$ cat src/rtl/block_loader_mc.sv
// block_loader_mc: fetches an N x N x C tile from a word-addressed memory and
// streams it out in (channel, row, column) order through a small output FIFO.
// Requests are throttled so that every read in flight is guaranteed a FIFO slot.
module block_loader_mc #(
  parameter int unsigned DATA_W     = 16,
  parameter int unsigned ADDR_W     = 16,
  parameter int unsigned MAX_SIZE   = 32,
  parameter int unsigned MAX_CH     = 4,
  parameter int unsigned FIFO_DEPTH = 4,
  localparam int unsigned SZ_W      = $clog2(MAX_SIZE + 1),
  localparam int unsigned CH_W      = $clog2(MAX_CH + 1)
) (
  input  logic              i_clk,
  input  logic              i_reset,
  input  logic              i_start,
  input  logic [ADDR_W-1:0] i_base_addr,
  input  logic [ADDR_W-1:0] i_row_stride,
  input  logic [ADDR_W-1:0] i_ch_stride,
  input  logic [SZ_W-1:0]   i_size,
  input  logic [CH_W-1:0]   i_n_ch,
  output logic              o_mem_req,
  output logic [ADDR_W-1:0] o_mem_addr,
  input  logic              i_mem_gnt,
  input  logic              i_mem_rvalid,
  input  logic [DATA_W-1:0] i_mem_rdata,
  output logic [DATA_W-1:0] o_out_data,
  output logic              o_out_valid,
  input  logic              i_out_ready,
  output logic              o_out_last_row,
  output logic              o_out_last,
  output logic              o_busy,
  output logic              o_done,
  output logic              o_err
);

  localparam int unsigned PTR_W = (FIFO_DEPTH > 1) ? $clog2(FIFO_DEPTH) : 1;
  localparam int unsigned CNT_W = $clog2(FIFO_DEPTH + 1);
  // FIFO entry: {last, last_row, data}
  localparam int unsigned ENT_W = DATA_W + 2;

  typedef enum logic [1:0] {
    StIdle,
    StFetch,
    StDrain
  } state_e;

  state_e r_state;
  state_e w_state_nxt;
  logic   r_done;
  logic   r_err;
  logic   w_done_nxt;
  logic   w_err_nxt;

  // Latched configuration
  logic [ADDR_W-1:0] r_row_stride;
  logic [ADDR_W-1:0] r_ch_stride;
  logic [SZ_W-1:0]   r_size;
  logic [CH_W-1:0]   r_n_ch;

  // Address generator: column/row/channel counters plus running base addresses
  logic [SZ_W-1:0]   r_c;
  logic [SZ_W-1:0]   r_r;
  logic [CH_W-1:0]   r_ch;
  logic [ADDR_W-1:0] r_row_addr;
  logic [ADDR_W-1:0] r_ch_addr;

  // Single outstanding read (returns exactly one cycle after its grant)
  logic              r_inflight;
  logic [1:0]        r_pend_tag;

  // Output FIFO
  logic [ENT_W-1:0]  r_fifo [FIFO_DEPTH];
  logic [PTR_W-1:0]  r_wptr;
  logic [PTR_W-1:0]  r_rptr;
  logic [CNT_W-1:0]  r_count;

  logic              w_cfg_ok;
  logic              w_accept;
  logic [CNT_W:0]    w_occ;
  logic              w_room;
  logic              w_fire;
  logic              w_c_end;
  logic              w_r_end;
  logic              w_ch_end;
  logic              w_last_req;
  logic              w_push;
  logic              w_pop;
  logic [ENT_W-1:0]  w_head;
  logic              w_valid;

  // Configuration checks and handshake decode
  always_comb begin
    w_cfg_ok = (i_size != '0) && (i_size <= SZ_W'(MAX_SIZE)) &&
               (i_n_ch != '0) && (i_n_ch <= CH_W'(MAX_CH));
    w_accept = (r_state == StIdle) && i_start;
    // Occupancy counts the read in flight so its return always finds a slot
    w_occ    = {1'b0, r_count} + {{CNT_W{1'b0}}, r_inflight};
    w_room   = w_occ < (CNT_W + 1)'(FIFO_DEPTH);
    o_mem_req = (r_state == StFetch) && w_room;
    w_fire   = o_mem_req && i_mem_gnt;
    w_c_end  = (r_c == r_size - SZ_W'(1));
    w_r_end  = (r_r == r_size - SZ_W'(1));
    w_ch_end = (r_ch == r_n_ch - CH_W'(1));
    w_last_req = w_c_end && w_r_end && w_ch_end;
    o_mem_addr = r_row_addr + ADDR_W'(r_c);
  end

  // FIFO head and output stream decode; outputs forced to zero while empty
  always_comb begin
    w_head         = r_fifo[r_rptr];
    w_valid        = (r_count != '0);
    // Reads returning with no grant behind them (e.g. across a reset) are dropped
    w_push         = i_mem_rvalid && r_inflight;
    w_pop          = w_valid && i_out_ready;
    o_out_valid    = w_valid;
    o_out_data     = w_valid ? w_head[DATA_W-1:0] : '0;
    o_out_last_row = w_valid && w_head[DATA_W];
    o_out_last     = w_valid && w_head[DATA_W+1];
  end

  // Next-state logic and done/err pulse generation
  always_comb begin
    w_state_nxt = r_state;
    w_done_nxt  = 1'b0;
    w_err_nxt   = 1'b0;
    case (r_state)
      StIdle: begin
        if (i_start) begin
          if (w_cfg_ok) begin
            w_state_nxt = StFetch;
          end else begin
            w_done_nxt = 1'b1;
            w_err_nxt  = 1'b1;
          end
        end
      end
      StFetch: begin
        if (w_fire && w_last_req) begin
          w_state_nxt = StDrain;
        end
      end
      StDrain: begin
        if (w_pop && w_head[DATA_W+1]) begin
          w_state_nxt = StIdle;
          w_done_nxt  = 1'b1;
        end
      end
      default: begin
        w_state_nxt = StIdle;
      end
    endcase
  end

  // State register and status pulses
  always_ff @(posedge i_clk) begin
    if (!i_reset) begin
      r_state <= StIdle;
      r_done  <= 1'b0;
      r_err   <= 1'b0;
    end else begin
      r_state <= w_state_nxt;
      r_done  <= w_done_nxt;
      r_err   <= w_err_nxt;
    end
  end

  // Configuration latch and address walk: column fastest, then row, then channel
  always_ff @(posedge i_clk) begin
    if (!i_reset) begin
      r_row_stride <= '0;
      r_ch_stride  <= '0;
      r_size       <= '0;
      r_n_ch       <= '0;
      r_c          <= '0;
      r_r          <= '0;
      r_ch         <= '0;
      r_row_addr   <= '0;
      r_ch_addr    <= '0;
    end else if (w_accept && w_cfg_ok) begin
      r_row_stride <= i_row_stride;
      r_ch_stride  <= i_ch_stride;
      r_size       <= i_size;
      r_n_ch       <= i_n_ch;
      r_c          <= '0;
      r_r          <= '0;
      r_ch         <= '0;
      r_row_addr   <= i_base_addr;
      r_ch_addr    <= i_base_addr;
    end else if (w_fire) begin
      if (!w_c_end) begin
        r_c <= r_c + SZ_W'(1);
      end else begin
        r_c <= '0;
        if (!w_r_end) begin
          r_r        <= r_r + SZ_W'(1);
          r_row_addr <= r_row_addr + r_row_stride;
        end else begin
          r_r        <= '0;
          r_ch       <= r_ch + CH_W'(1);
          r_ch_addr  <= r_ch_addr + r_ch_stride;
          r_row_addr <= r_ch_addr + r_ch_stride;
        end
      end
    end
  end

  // Track the outstanding read and the position tags that travel with it
  always_ff @(posedge i_clk) begin
    if (!i_reset) begin
      r_inflight <= 1'b0;
      r_pend_tag <= 2'b00;
    end else begin
      r_inflight <= w_fire;
      r_pend_tag <= {w_last_req, w_c_end && w_r_end};
    end
  end

  // FIFO storage; contents need no reset since the count gates visibility
  always_ff @(posedge i_clk) begin
    if (w_push) begin
      r_fifo[r_wptr] <= {r_pend_tag, i_mem_rdata};
    end
  end

  // FIFO pointers and occupancy; push and pop together leave the count unchanged
  always_ff @(posedge i_clk) begin
    if (!i_reset) begin
      r_wptr  <= '0;
      r_rptr  <= '0;
      r_count <= '0;
    end else begin
      if (w_push) begin
        r_wptr <= r_wptr + PTR_W'(1);
      end
      if (w_pop) begin
        r_rptr <= r_rptr + PTR_W'(1);
      end
      case ({w_push, w_pop})
        2'b10:   r_count <= r_count + CNT_W'(1);
        2'b01:   r_count <= r_count - CNT_W'(1);
        default: r_count <= r_count;
      endcase
    end
  end

  // Status outputs
  always_comb begin
    o_busy = (r_state != StIdle);
    o_done = r_done;
    o_err  = r_err;
  end

endmodule

$ cat config.mk
export PLATFORM = sky130hd
export DESIGN_NAME = block_loader_mc
export DESIGN_NICKNAME = d
export VERILOG_FILES = /design/src/rtl/block_loader_mc.sv
export SDC_FILE = /design/constraint.sdc
export NUM_CORES = 1
export LEC_CHECK = 0
export ABC_AREA = 1
export BUFFER_PORTS_ARGS = -buffer_cell sky130_fd_sc_hd__buf_2
export CORE_ASPECT_RATIO = 0.9
export CORE_MARGIN = 2
export CORE_UTILIZATION = 35
export CTS_BUF_LIST = sky130_fd_sc_hd__clkbuf_4 sky130_fd_sc_hd__clkbuf_8
export CTS_CLUSTER_DIAMETER = 60
export DETAILED_ROUTE_END_ITERATION = 8
export SKIP_CTS_REPAIR_TIMING = 1
export SLEW_MARGIN = 20
export SYNTH_ARGS = -nofsm -noshare
export SYNTH_HDL_FRONTEND = slang
export SYNTH_SLANG_ARGS = --single-unit
$ cat constraint.sdc
create_clock -name i_clk -period 5.49 [get_ports i_clk]
set_input_delay 1.098 -clock i_clk [delete_from_list [all_inputs] [get_ports i_clk]]
set_output_delay 1.098 -clock i_clk [all_outputs]
set_load 0.01 [all_outputs]
======== Yosys cells after proc, flatten, opt, wreduce, memory -nomap -nowiden ========
Memory sizes are Yosys's and may differ from the RTL's. A register that Yosys moved wholly into a read port is not among the register bits.
Cells that the tools add are included.
Widths: inputs -> output; s select.
cells by class
  $lt $le $gt $ge ......................... 3
  reductions and logical operators ........ 31
  bitwise operators ....................... 1
  mux-type cells .......................... 25
  eq/ne operators ......................... 11
  add/subtract/negate cells ............... 13
operator list
  cell                 count
  $mux 16              9
  $add 16x16->16       2
  $add 16x6->16        1
  $logic_and 1x1->1    15
  $add 6x1->6 const B  2
  $eq 6x6->1           2
  $mux 2               6
  $mux 6               2
  $reduce_bool 2->1    5
  $add 3x1->3 const B  2
  $le 6x6->1 const B   1
  $ne 2x2->1 const B   3
  $pmux 2 s3           1
  $pmux 3 s2           1
  $reduce_and 2->1     3
  $reduce_and 3->1     2
  $reduce_bool 3->1    2
  $reduce_bool 6->1    1
  $sub 3x1->3 const B  2
  $sub 6x1->6 const B  1
  $mux 1               5
  $add 2x1->2 const B  2
  $add 3x1->4          1
  $eq 2x1->1 const B   2
  10 further kinds     11
storage, ports and cells
  bits in writable memories ............... 72
  bits of input ports ..................... 79
  output and inout bits ................... 39
  memories ................................ 1
  flip-flop bits (word level) ............. 102
  logic and storage cells ................. 102
memories
  memory  depth  bits a word  rd ports  clocked after memory_dff  wr ports  RTL line  text
  r_fifo  4      18           1         1                         1         72        logic [ENT_W-1:0] r_fifo [FIFO_DEPTH];

======== Logic depth before layout (Yosys ltp) ========
Gate-level depths: netlist of run 1.
  depth in word-level cells ............... 7
  mapped depth ............................ 17
  depth with buffers taken out ............ 16

======== Worst setup path after synthesis of run 1 ========
No wires, ideal clock.
  path kind ............................... reg-to-output
  start ................................... register r_c[0]
  end ..................................... output o_mem_addr[14]
  buffers on the path ..................... 0
  arrival ................................. 2.065 ns
  path slack .............................. 2.327 ns
  stages on the path, launching flop included .. 10
  required time ........................... 4.392 ns
  cells stage by stage .................... dfxtp_1 > ha_1 > inv_1 > fa_1 > o21ai_0 > a21oi_1 > nor2_1 > and3_1 > nand2_1 > xnor2_1
on the way
  cells in the longest elaborated chain, start to end .. 1
ends and longest elaborated chain
  what                    RTL line  text
  from (decl)             61        logic [SZ_W-1:0] r_c;
  from (signal assigned)  191       r_c <= r_c + SZ_W'(1);
  $add 16x6->16           105       o_mem_addr = r_row_addr + ADDR_W'(r_c);
  to (decl)               22        output logic [ADDR_W-1:0] o_mem_addr,
Every way passes these cells.

======== Worst setup path in the final report of run 1 ========
Ends and elaborated chain as after synthesis.

==> results of run 1 <==
state kept, by name, summed over array words and instances, names as in the netlist, named ones only:
| register | count |
|---|---|
| r_row_stride | 16 |
| r_row_addr | 16 |
| r_ch_addr | 16 |
| r_n_ch | 3 |
| r_fifo | 72 |
| r_rptr | 2 |
| r_ch | 3 |
| r_count | 3 |
| r_ch_stride | 16 |
| o_done | 1 |
| r_r | 6 |
| r_size | 6 |
| r_inflight | 1 |
| o_err | 1 |
| r_wptr | 2 |
| r_state | 2 |
| r_c | 6 |
| r_pend_tag | 2 |
layout by cell type (no fill, tap or decap), types with 6 or more instances in the layout:
cell      netlist  layout
ha_1           46      46
buf_4           2      10
a21oi_1       126     126
buf_2          15     117
xnor2_1        19      19
edfxtp_1       72      72
nand2_1       317     317
nor2_1        172     172
nand3b_1       13      13
o21ai_0        93      93
nand3_1        83      83
nand4_1         9       9
a21o_1          6       6
xor2_1         21      21
inv_1         123     123
dfxtp_1       104     104
clkbuf_8        0      17
metrics by stage:
stage / hold slack, ps / total power (uW)
after floorplan: 433 / 1770
after global placement: 454 / 1950
after detailed placement: 461 / 1960
after CTS: 480 / 2930
after global routing: 501 / 3050
final: 474 / 2890
path summary, 6_finish.rpt:
| path | endpoint | startpoint |
|---|---|---|
| worst max register to register | r_r[0]$_SDFFE_PP0N_ | r_size[0]$_SDFFE_PN0P_ |
| worst min register to register | r_fifo[1][17]$_DFFE_PP_ | r_pend_tag[1]$_SDFF_PN0_ |
| worst max-delay path | o_mem_addr[14] | r_c[0]$_SDFFE_PP0P_ |
| worst min-delay path | r_fifo[1][17]$_DFFE_PP_ | r_pend_tag[1]$_SDFF_PN0_ |
routing by layer:
metal  vias up  part of all wire (%)  track usage [%]
li1       4420                     -                -
met1      3894                    45             22.9
met2       197                    47             30.7
met3        38                   4.6             2.96
met4         0                   2.8             6.39
met5         -                     0                0
synth_stat cells, drive strengths merged:
| master | count |
|---|---|
| clkbuf | 25 |
| a21o | 6 |
| clkinv | 1 |
| a221oi | 1 |
| a21boi | 3 |
| xnor2 | 19 |
| nor3 | 5 |
| ha | 46 |
| inv | 125 |
| fa | 4 |
| nand3b | 13 |
| a22oi | 1 |
| and3 | 1 |
| o21ai | 95 |
| o21a | 1 |
| nand3 | 86 |
| xor2 | 21 |
| a21oi | 126 |
| nor3b | 3 |
| o21bai | 1 |
| edfxtp | 72 |
| nor2 | 176 |
| nand2 | 319 |
| nor4 | 2 |
| dfxtp | 104 |
| nand4 | 9 |
| and2 | 1 |
| buf | 18 |
| a211oi | 1 |
| or2 | 1 |
final cells by class:
class / instances / area (sq um) / share of cell area, %
multi-input cells: 941 / 4810 / 43.5
flip-flops and latches: 176 / 4240 / 38.4
repair buffers: 127 / 661 / 5.97
inverters: 126 / 473 / 4.27
well taps: 354 / 443 / 4.00
clock buffers: 17 / 234 / 2.11
clock inverters: 15 / 201 / 1.82
power groups by stage:
| stage | Combinational, uW | Sequential (uW) | Clock, uW |
|---|---|---|---|
| finish | 504 | 1420 | 963 |
| global route | 573 | 1430 | 1050 |
| CTS | 510 | 1420 | 997 |
| detailed placement | 508 | 1450 | 0 |
| global placement | 500 | 1450 | 0 |
| floorplan | 329 | 1440 | 0 |
logic make-up (layout without fill, tap and decap cells):
logic type               Yosys count  in the layout  synth area share (%)
AO/OA/AOI/OAI                    235            235                  12.5
flip-flops                       176            176                  43.7
XOR/XNOR                          40             40                  3.61
buffers and inverters            169            285                  6.88
AND/OR/NAND/NOR                  616            616                  26.6
adder cells (fa/ha/maj)           50             50                  6.75
worst reg2reg max path, delay by kind of cell, from the launching register on:
family | cells | cell delay, ps
adder cells (fa/ha/maj) | 1 | 350
buffers and inverters | 3 | 240
flip-flops | 1 | 410
AND/OR/NAND/NOR | 11 | 2140
==> results.sh, run 1 <==
export IMPL_crit_path_end_kind="output pin"
export IMPL_wire_per_inst_microns=14.7
export IMPL_cp_start_kind="register"
export IMPL_fillers=2823
export IMPL_reg2regPathDepth=15
export IMPL_ys_ff_latch=176
export IMPL_path_max_fanout=6
export IMPL_fmax_ghz=0.247
export IMPL_netlist_area_sq_um=9710
export IMPL_clk_latency_ps=480
export IMPL_fin_ws_ps=1430
export IMPL_pwr_density_cell_nw_per_um2=261
export IMPL_leakagePower_uw=0.00497
export IMPL_drtIter0Drc=617
export IMPL_postPlaceCellArea_sq_um=10600
export IMPL_drtPass1Iterations=5
export IMPL_ios=118
export IMPL_ys_warn_count=0
export IMPL_crit_type="reg2out"
export IMPL_critical_path_max_stage_delay_ps=440
export IMPL_utilization_pct=40.7
export IMPL_crit_slowest_cell="dfxtp_1"
export IMPL_grt_max_degree=60
export IMPL_finalMaxSlewViolations=0
export IMPL_die_x_microns=180
export IMPL_cts_buffers=17
export IMPL_syn_inst=1286
export IMPL_avgSynthCellArea_sq_um=7.55
export IMPL_pwr_share_seq_pct=49.3
export IMPL_dr_total_vias=8549
export IMPL_synth_area_leaders="edfxtp_1, dfxtp_1, nand2_1, nor2_1, a21oi_1"
export IMPL_grt_usage_pct=17.9
export IMPL_hold_path_class="reg2reg"
export IMPL_vdd_drop_max_mv=0.143
export IMPL_cp_depth=10
export IMPL_antenna_found_initial=0
export IMPL_finish_instance_area_sq_um=11100
export IMPL_core_area_sq_um=27200
export IMPL_outcome="finished, final reports clean"
export IMPL_synth_top_area_share_pct=22.3
export IMPL_clockBufferDepth=2
export IMPL_stdcell_count=1756
export IMPL_crit_chain="ha_1 > inv_1 > fa_1 > o21ai_0 > a21oi_1 > nor2_1 > and3_1 > nand2_1 > xnor2_1 > buf_2"
export IMPL_synth_cell_types=42
export IMPL_die_y_microns=162
export IMPL_worst_pin_slew_ps=993
export IMPL_gp_congestion=0.910
export IMPL_placed_cells=1724
export IMPL_period_share_pct=73.9
export IMPL_start_util_pct=35.7
export IMPL_finalSetupTns_ps=0
export IMPL_hold_violations=0
export IMPL_maxCapViolCount=0
export IMPL_yosys_area_top_type="edfxtp_1"
export IMPL_arrival_ps=2960
export IMPL_drive_above_1_share_pct=12.3
export IMPL_clock_sinks=176
export IMPL_max_slew_margin_pct=33.6
export IMPL_clkPwrFrac_pct=33.3
export IMPL_yosysSeqAreaShare_pct=43.7
export IMPL_nets=1518
export IMPL_min_path_cells=0
export IMPL_grt_first_pass_wirelength_microns=41600
export IMPL_finClkSkew_ps=20.5
export IMPL_grt_pass1_vias=8169
export IMPL_setup_violations=0
export IMPL_row_count=57
export IMPL_diodes=0
export IMPL_dp_hpwl_microns=18600
export IMPL_synth_nets=1415
export IMPL_cts_root_buf="clkbuf_8"
export IMPL_period_minus_slack_ps=4060
export IMPL_via_per_inst=4.87
export IMPL_numPortBuffers=117
export IMPL_cts_tree="built"
export IMPL_critPathTopFamily="adder cells"
export IMPL_rsz0062_at_grt="false"
export IMPL_cp_num_buf_inv=2
export IMPL_dieArea_sq_um=29100
export IMPL_wl_microns=25800
export IMPL_switching_share_pct=33.2
export IMPL_pwr_share_comb_pct=17.4
export IMPL_synthToLayoutAreaGrowth_pct=14.0
export IMPL_reg2reg_slack_ps=2260
export IMPL_grt_overflow_total=0
export IMPL_intPower_uw=1930
export IMPL_pre_cts_slack_ps=1660
export IMPL_cp_required_ps=4390
export IMPL_switchingPower_uw=961
export IMPL_cts_htree_levels=4
export IMPL_cts_clk_slew_worst_paths_ps=120
export IMPL_drc=0
export IMPL_antenna_left=0
(Power assumes the default switching activity.)
==> run 2, diff against run 1 <==
Settings changed: ABC_AREA 1 to 0.
Clock period 5.49 ns to 3.4 ns, I/O delays scaled along.
==> run 2 against run 1 <==
Against the previous run: clock skew is 1.9 ps higher; die area shrank 5.4%; final cell count down 21%; utilization is 0.49 points higher; sequential cell count is the same; first-iteration DRC count fell by 46%; hold slack got worse by 59 ps; largest power group unchanged; setup slack got worse by 1300 ps; synthesized area shrank 5.5%.
==> results.sh, run 2 <==
export IMPL_max_slew_margin_pct=38.1
export IMPL_finalMaxSlewViolations=0
export IMPL_cts_root_buf="clkbuf_8"
export IMPL_ys_warn_count=0
export IMPL_maxCapViolCount=0
export IMPL_grt_usage_pct=16.6
export IMPL_ys_ff_latch=176
export IMPL_cp_num_buf_inv=4
export IMPL_antenna_found_initial=0
export IMPL_grt_overflow_total=0
export IMPL_dieArea_sq_um=27500
export IMPL_outcome="finished, final reports clean"
export IMPL_largest_register="r_fifo"
export IMPL_synthFlopType="dfxtp_1"
export IMPL_yosysSeqAreaShare_pct=46.3
export IMPL_gp_congestion=0.813
export IMPL_finClkSkew_ps=22.4
export IMPL_ys_async_sr_fraction_pct=0
export IMPL_crit_type="reg2out"
export IMPL_crit_chain="ha_4 > inv_2 > fa_2 > inv_2 > a21oi_2 > o21bai_2 > a21o_1 > a21o_1 > nor2b_4 > buf_4 > xor2_1 > buf_2"
export IMPL_diodes=0
export IMPL_row_count=56
export IMPL_grt_max_degree=66
export IMPL_rsz0062_at_grt="true"
export IMPL_drtPass1Iterations=5
export IMPL_fin_hold_ws_ps=416
export IMPL_cp_start_kind="register"
export IMPL_p_total_uw=4300
export IMPL_worst_pin_slew_ps=929
export IMPL_largest_reg_flops=72
export IMPL_nets=1156
export IMPL_grt_pass1_vias=6659
export IMPL_postPlaceCellArea_sq_um=10100
export IMPL_dp_hpwl_microns=16400
export IMPL_die_x_microns=175
export IMPL_numPortBuffers=117
export IMPL_fmax_ghz=0.307
export IMPL_clockBufferDepth=2
export IMPL_die_y_microns=158
export IMPL_synth_compound_area_share_pct=13.6
export IMPL_synth_cell_types=72
export IMPL_synthToLayoutAreaGrowth_pct=16.5
export IMPL_synth_area_leaders="edfxtp_1, dfxtp_1, ha_1, nand2_1, a21oi_1"
export IMPL_cts_clk_slew_worst_paths_ps=120
export IMPL_cts_htree_levels=4
export IMPL_grt_first_pass_wirelength_microns=35900
export IMPL_cts_tree="built"
export IMPL_drtIter0Drc=333
export IMPL_yosys_area_top_type="edfxtp_1"
export IMPL_layout_common_cells="nand2_1, buf_2, dfxtp_1"
export IMPL_critical_path_max_stage_delay_ps=390
export IMPL_netlist_area_sq_um=9170
export IMPL_dr_total_vias=6980
export IMPL_wire_per_inst_microns=16.1
export IMPL_synthMostInstantiatedCell="nand2_1"
export IMPL_cts_buffers=17
export IMPL_synth_nets=1038
export IMPL_vdd_drop_max_mv=0.274
export IMPL_avgSynthCellArea_sq_um=10.1
export IMPL_syn_inst=909
export IMPL_synth_area_mux_share_pct=5.84
export IMPL_synth_edf_count=72
export IMPL_antenna_left=0
export IMPL_final_common_cell="nand2_1"
export IMPL_hold_violations=0
export IMPL_core_area_sq_um=25900
export IMPL_arrival_ps=2570
export IMPL_drc=0
export IMPL_critPathTopFamily="adder cells"
export IMPL_synthAdderAreaFrac_pct=7.15
export IMPL_synth_simple_area_share_pct=16.5
export IMPL_wl_microns=22400
export IMPL_synth_top_family_by_area="simple AND/OR/NAND/NOR gates"
export IMPL_synthXorXnorAreaFrac_pct=7.00
export IMPL_setup_violations=0
export IMPL_hold_path_class="in2reg"
export IMPL_clock_sinks=176
export IMPL_clk_latency_ps=470
export IMPL_path_max_fanout=4
export IMPL_leakagePower_uw=0.00420
export IMPL_finish_instance_area_sq_um=10700
export IMPL_cp_required_ps=2720
export IMPL_start_util_pct=35.4
export IMPL_crit_slowest_cell="dfxtp_4"
export IMPL_synth_top_area_share_pct=23.6
export IMPL_drive_above_1_share_pct=21.9
export IMPL_period_share_pct=95.7
export IMPL_via_per_inst=5.03
export IMPL_pwr_density_cell_nw_per_um2=403
export IMPL_crit_path_end_kind="output pin"
export IMPL_period_minus_slack_ps=3250
export IMPL_finalSetupTns_ps=0
export IMPL_yosys_top_cells_count="nand2_1, dfxtp_1, a21oi_1, edfxtp_1, nor2_1"
export IMPL_ios=118
-- run 2: cell types whose count changed after synthesis, moves of 18 or more --
| cell | before | now |
|---|---|---|
| a21oi_1 | 126 | 83 |
| mux4_2 | 0 | 18 |
| and2_1 | 1 | 28 |
| nand3_1 | 83 | 17 |
| nor2_1 | 172 | 52 |
| inv_1 | 123 | 31 |
| xnor2_1 | 19 | 46 |
| nand2_1 | 317 | 132 |
| o21ai_0 | 93 | 28 |
-- run 2: worst paths after layout --
check | from | end | slack, ps | cells past startpoint
min | i_mem_rdata[7] | r_fifo[1][7]$_DFFE_PP_ | 420 | 1
max reg2reg | r_size[0]$_SDFFE_PN0P_ | r_ch_addr[0]$_SDFFE_PN0P_ | 410 | 12
max | r_c[0]$_SDFFE_PP0P_ | o_mem_addr[10] | 150 | 12
min reg2reg | r_n_ch[1]$_SDFFE_PN0P_ | r_n_ch[1]$_SDFFE_PN0P_ | 470 | 2
-- run 2: cell type report --
class / count / area [sq um]
clock buffers: 17 / 234
well taps: 348 / 435
clock inverters: 15 / 211
flip-flops and latches: 176 / 4250
inverters: 32 / 120
multi-input cells: 658 / 4640
repair buffers: 142 / 786
fillers: 2568 / 15200
-- run 2: logic make-up after synthesis --
kind of cell,Yosys count
simple gates,310
compound gates,197
fa+ha+maj,50
xor+xnor,70
mux,31
buf+inv,75
flops,176
-- run 2: power breakdown --
| part | internal (uW) | switching, uW |
|---|---|---|
| registers | 2240 | 42.8 |
| clock network | 599 | 987 |
| logic | 190 | 247 |
| total | 3030 | 1280 |
-- run 2: metrics by stage --
stage          util, %  cells  worst slack [ps]
4_1_cts           40.8   1382              -232
3_5_place_dp      39.1   1350               336
2_1_floorplan        -    909               584
6_report          41.2   1388               146
5_1_grt           41.2   1388             -18.3
3_3_place_gp      39.1   1350               380
-- run 2: per-layer routing --
metal | up-vias | share of wire [%] | routed length, microns | GRT usage, %
met3 | 16 | 4.5 | 996 | 2.83
met1 | 3309 | 47 | 10500 | 22.6
li1 | 3496 | - | - | -
met4 | 0 | 1.0 | 229 | 3.93
met2 | 159 | 47 | 10600 | 27.8
met5 | - | 0 | 0 | 0
==> run 3, diff against run 2 <==
Settings changed: GPL_TIMING_DRIVEN set to 0, REMOVE_ABC_BUFFERS set to 1.
==> run 3 against run 2 <==
Against the previous run: first-iteration DRC count increased by 24%; sequential share of layout area grew 0.18 points; register-to-register slack got worse by 120 ps; clock-buffer cell count is the same; hold slack lost 3.1 ps; critical path type unchanged; sequential cell count unchanged; combinational power down 2%; final cell count shrank 1.1%; critical endpoint is now o_mem_addr[12]; clock skew is 2.4 ps lower; routed wire length down 5.0%; fmax is 1.7% lower; cell area fell by 0.37%.
==> results.sh, run 3 (synthesized netlist as in run 2, its figures left out) <==
export IMPL_numPortBuffers=117
export IMPL_diodes=0
export IMPL_grt_pass1_vias=6487
export IMPL_clockBufferDepth=2
export IMPL_max_slew_margin_pct=35.5
export IMPL_reg2regPathDepth=11
export IMPL_grt_first_pass_wirelength_microns=34300
export IMPL_worst_pin_slew_ps=967
export IMPL_via_per_inst=4.97
export IMPL_die_x_microns=175
export IMPL_p_total_uw=4280
export IMPL_hold_path_class="in2reg"
export IMPL_die_y_microns=158
export IMPL_antenna_left=0
export IMPL_drive_above_1_share_pct=21.1
export IMPL_row_count=56
export IMPL_drtPass1Iterations=4
export IMPL_nets=1141
export IMPL_gp_congestion=0.788
export IMPL_rr_startpoint="r_size[0]$_SDFFE_PN0P_"
export IMPL_largest_register="r_fifo"
export IMPL_wire_per_inst_microns=15.5
export IMPL_r2r_end="r_row_addr[12]$_SDFFE_PN0P_"
export IMPL_arrival_ps=2630
export IMPL_maxCapViolCount=0
export IMPL_endpoint="o_mem_addr[12]"
export IMPL_antenna_found_initial=1
export IMPL_met1_usage_pct=22.0
export IMPL_dp_hpwl_microns=15300
export IMPL_grtUsageMet2_pct=24.8
export IMPL_grt_busiest_layer="met2"
export IMPL_grt_usage_pct=15.8
export IMPL_rsz0062_at_grt="true"
export IMPL_reg2reg_slack_ps=290
export IMPL_pwr_density_cell_nw_per_um2=402
export IMPL_clk_latency_ps=480
export IMPL_cts_tree="built"
export IMPL_cts_htree_levels=4
export IMPL_hold_violations=0
export IMPL_core_area_sq_um=25900
export IMPL_outcome="finished, final reports clean"
export IMPL_cts_buffers=17
export IMPL_largest_reg_flops=72
export IMPL_grt_overflow_total=0
export IMPL_drc=0
export IMPL_fmax_ghz=0.302
export IMPL_crit_type="reg2out"
export IMPL_dr_total_vias=6830
export IMPL_period_minus_slack_ps=3310
export IMPL_leakagePower_uw=0.00416
export IMPL_use_met3_pct=3.77
export IMPL_critical_path_max_stage_delay_ps=390
export IMPL_path_max_fanout=3
export IMPL_cts_clk_slew_worst_paths_ps=120
export IMPL_setup_violations=0
export IMPL_crit_path_end_kind="output pin"
export IMPL_synthToLayoutAreaGrowth_pct=16.0
export IMPL_vdd_drop_max_mv=0.230
export IMPL_period_share_pct=97.4
export IMPL_crit_start="r_c[0]$_SDFFE_PP0P_"
export IMPL_final_common_cell="nand2_1"
export IMPL_ios=118
export IMPL_fillers=2579
export IMPL_utilization_pct=41.1
export IMPL_cp_required_ps=2720
export IMPL_crit_slowest_cell="dfxtp_4"
export IMPL_start_util_pct=35.4
export IMPL_dieArea_sq_um=27500
export IMPL_drtIter0Drc=413
export IMPL_cp_start_kind="register"
export IMPL_finClkSkew_ps=20.0
export IMPL_crit_chain="ha_4 > inv_2 > fa_2 > inv_2 > a21oi_2 > o21bai_1 > a21o_1 > a21o_1 > nor2b_4 > nand3_2 > xnor2_2 > buf_2"
export IMPL_clock_sinks=176
export IMPL_cts_root_buf="clkbuf_8"
export IMPL_layout_common_cells="nand2_1, buf_2, dfxtp_1"
export IMPL_finalMaxSlewViolations=0
export IMPL_grt_max_degree=69
export IMPL_worstHoldStart="i_mem_rdata[10]"
export IMPL_wl_microns=21200
## run 3: changes by cell type in the layout (fill, tap and decap cells not counted), moves of 2 or more
cell     delta
buf_4      -17
buf_16      +2
xnor2_1     -2
xnor2_2     +2
## run 3: layer usage
layer  share of wire [%]  up-vias
met5               0.038        -
met4                 1.2        2
met3                 5.4       16
met2                  44      153
met1                  49     3199
li1                    -     3460
## run 3: stage by stage
stage,setup slack (ps),cell area [sq um],hold slack [ps],std cells,setup TNS [ps]
after floorplan,-634,8960,436,866,-27550
after global placement,-2410,9980,452,1331,-158490
after detailed placement,-453,10100,455,1334,-2550
after CTS,-462,10500,386,1366,-3590
after global routing,-57.2,10600,371,1373,-116
final,88.7,10600,413,1373,0
## run 3: worst max-delay path, delay by kind of cell, from the launching register on
kind            cells  cell delay, ps
xor+xnor            1             180
flops               1             390
buf+inv             3             240
fa+ha+maj           2             490
simple gates        2             330
compound gates      4             530
## run 3: cell type report
cell class                      instances  area (sq um)  share of cell area (%)
Clock buffer                           17           234                    2.20
Clock inverter                         15           211                    1.99
Inverter                               32           123                    1.15
Multi-Input combinational cell        658          4670                    43.9
Sequential cell                       176          4260                    40.0
Tap cell                              348           435                    4.09
Timing Repair Buffer                  127           713                    6.70
## run 3: power breakdown
group | total (uW) | internal, uW | switching, uW
clock | 1570 | 595 | 977
combinational | 427 | 188 | 239
sequential | 2280 | 2240 | 44.0
## run 3: worst min-delay path by stage
stage	end	slack, ps	depth (start not counted)
final	r_fifo[2][10]$_DFFE_PP_	410	1
after detailed placement	r_row_stride[14]$_SDFFE_PN0P_	450	2
after global placement	r_row_stride[14]$_SDFFE_PN0P_	450	2
after CTS	r_fifo[0][9]$_DFFE_PP_	390	1
after floorplan	r_n_ch[1]$_SDFFE_PN0P_	440	2
after global routing	r_fifo[1][9]$_DFFE_PP_	370	1
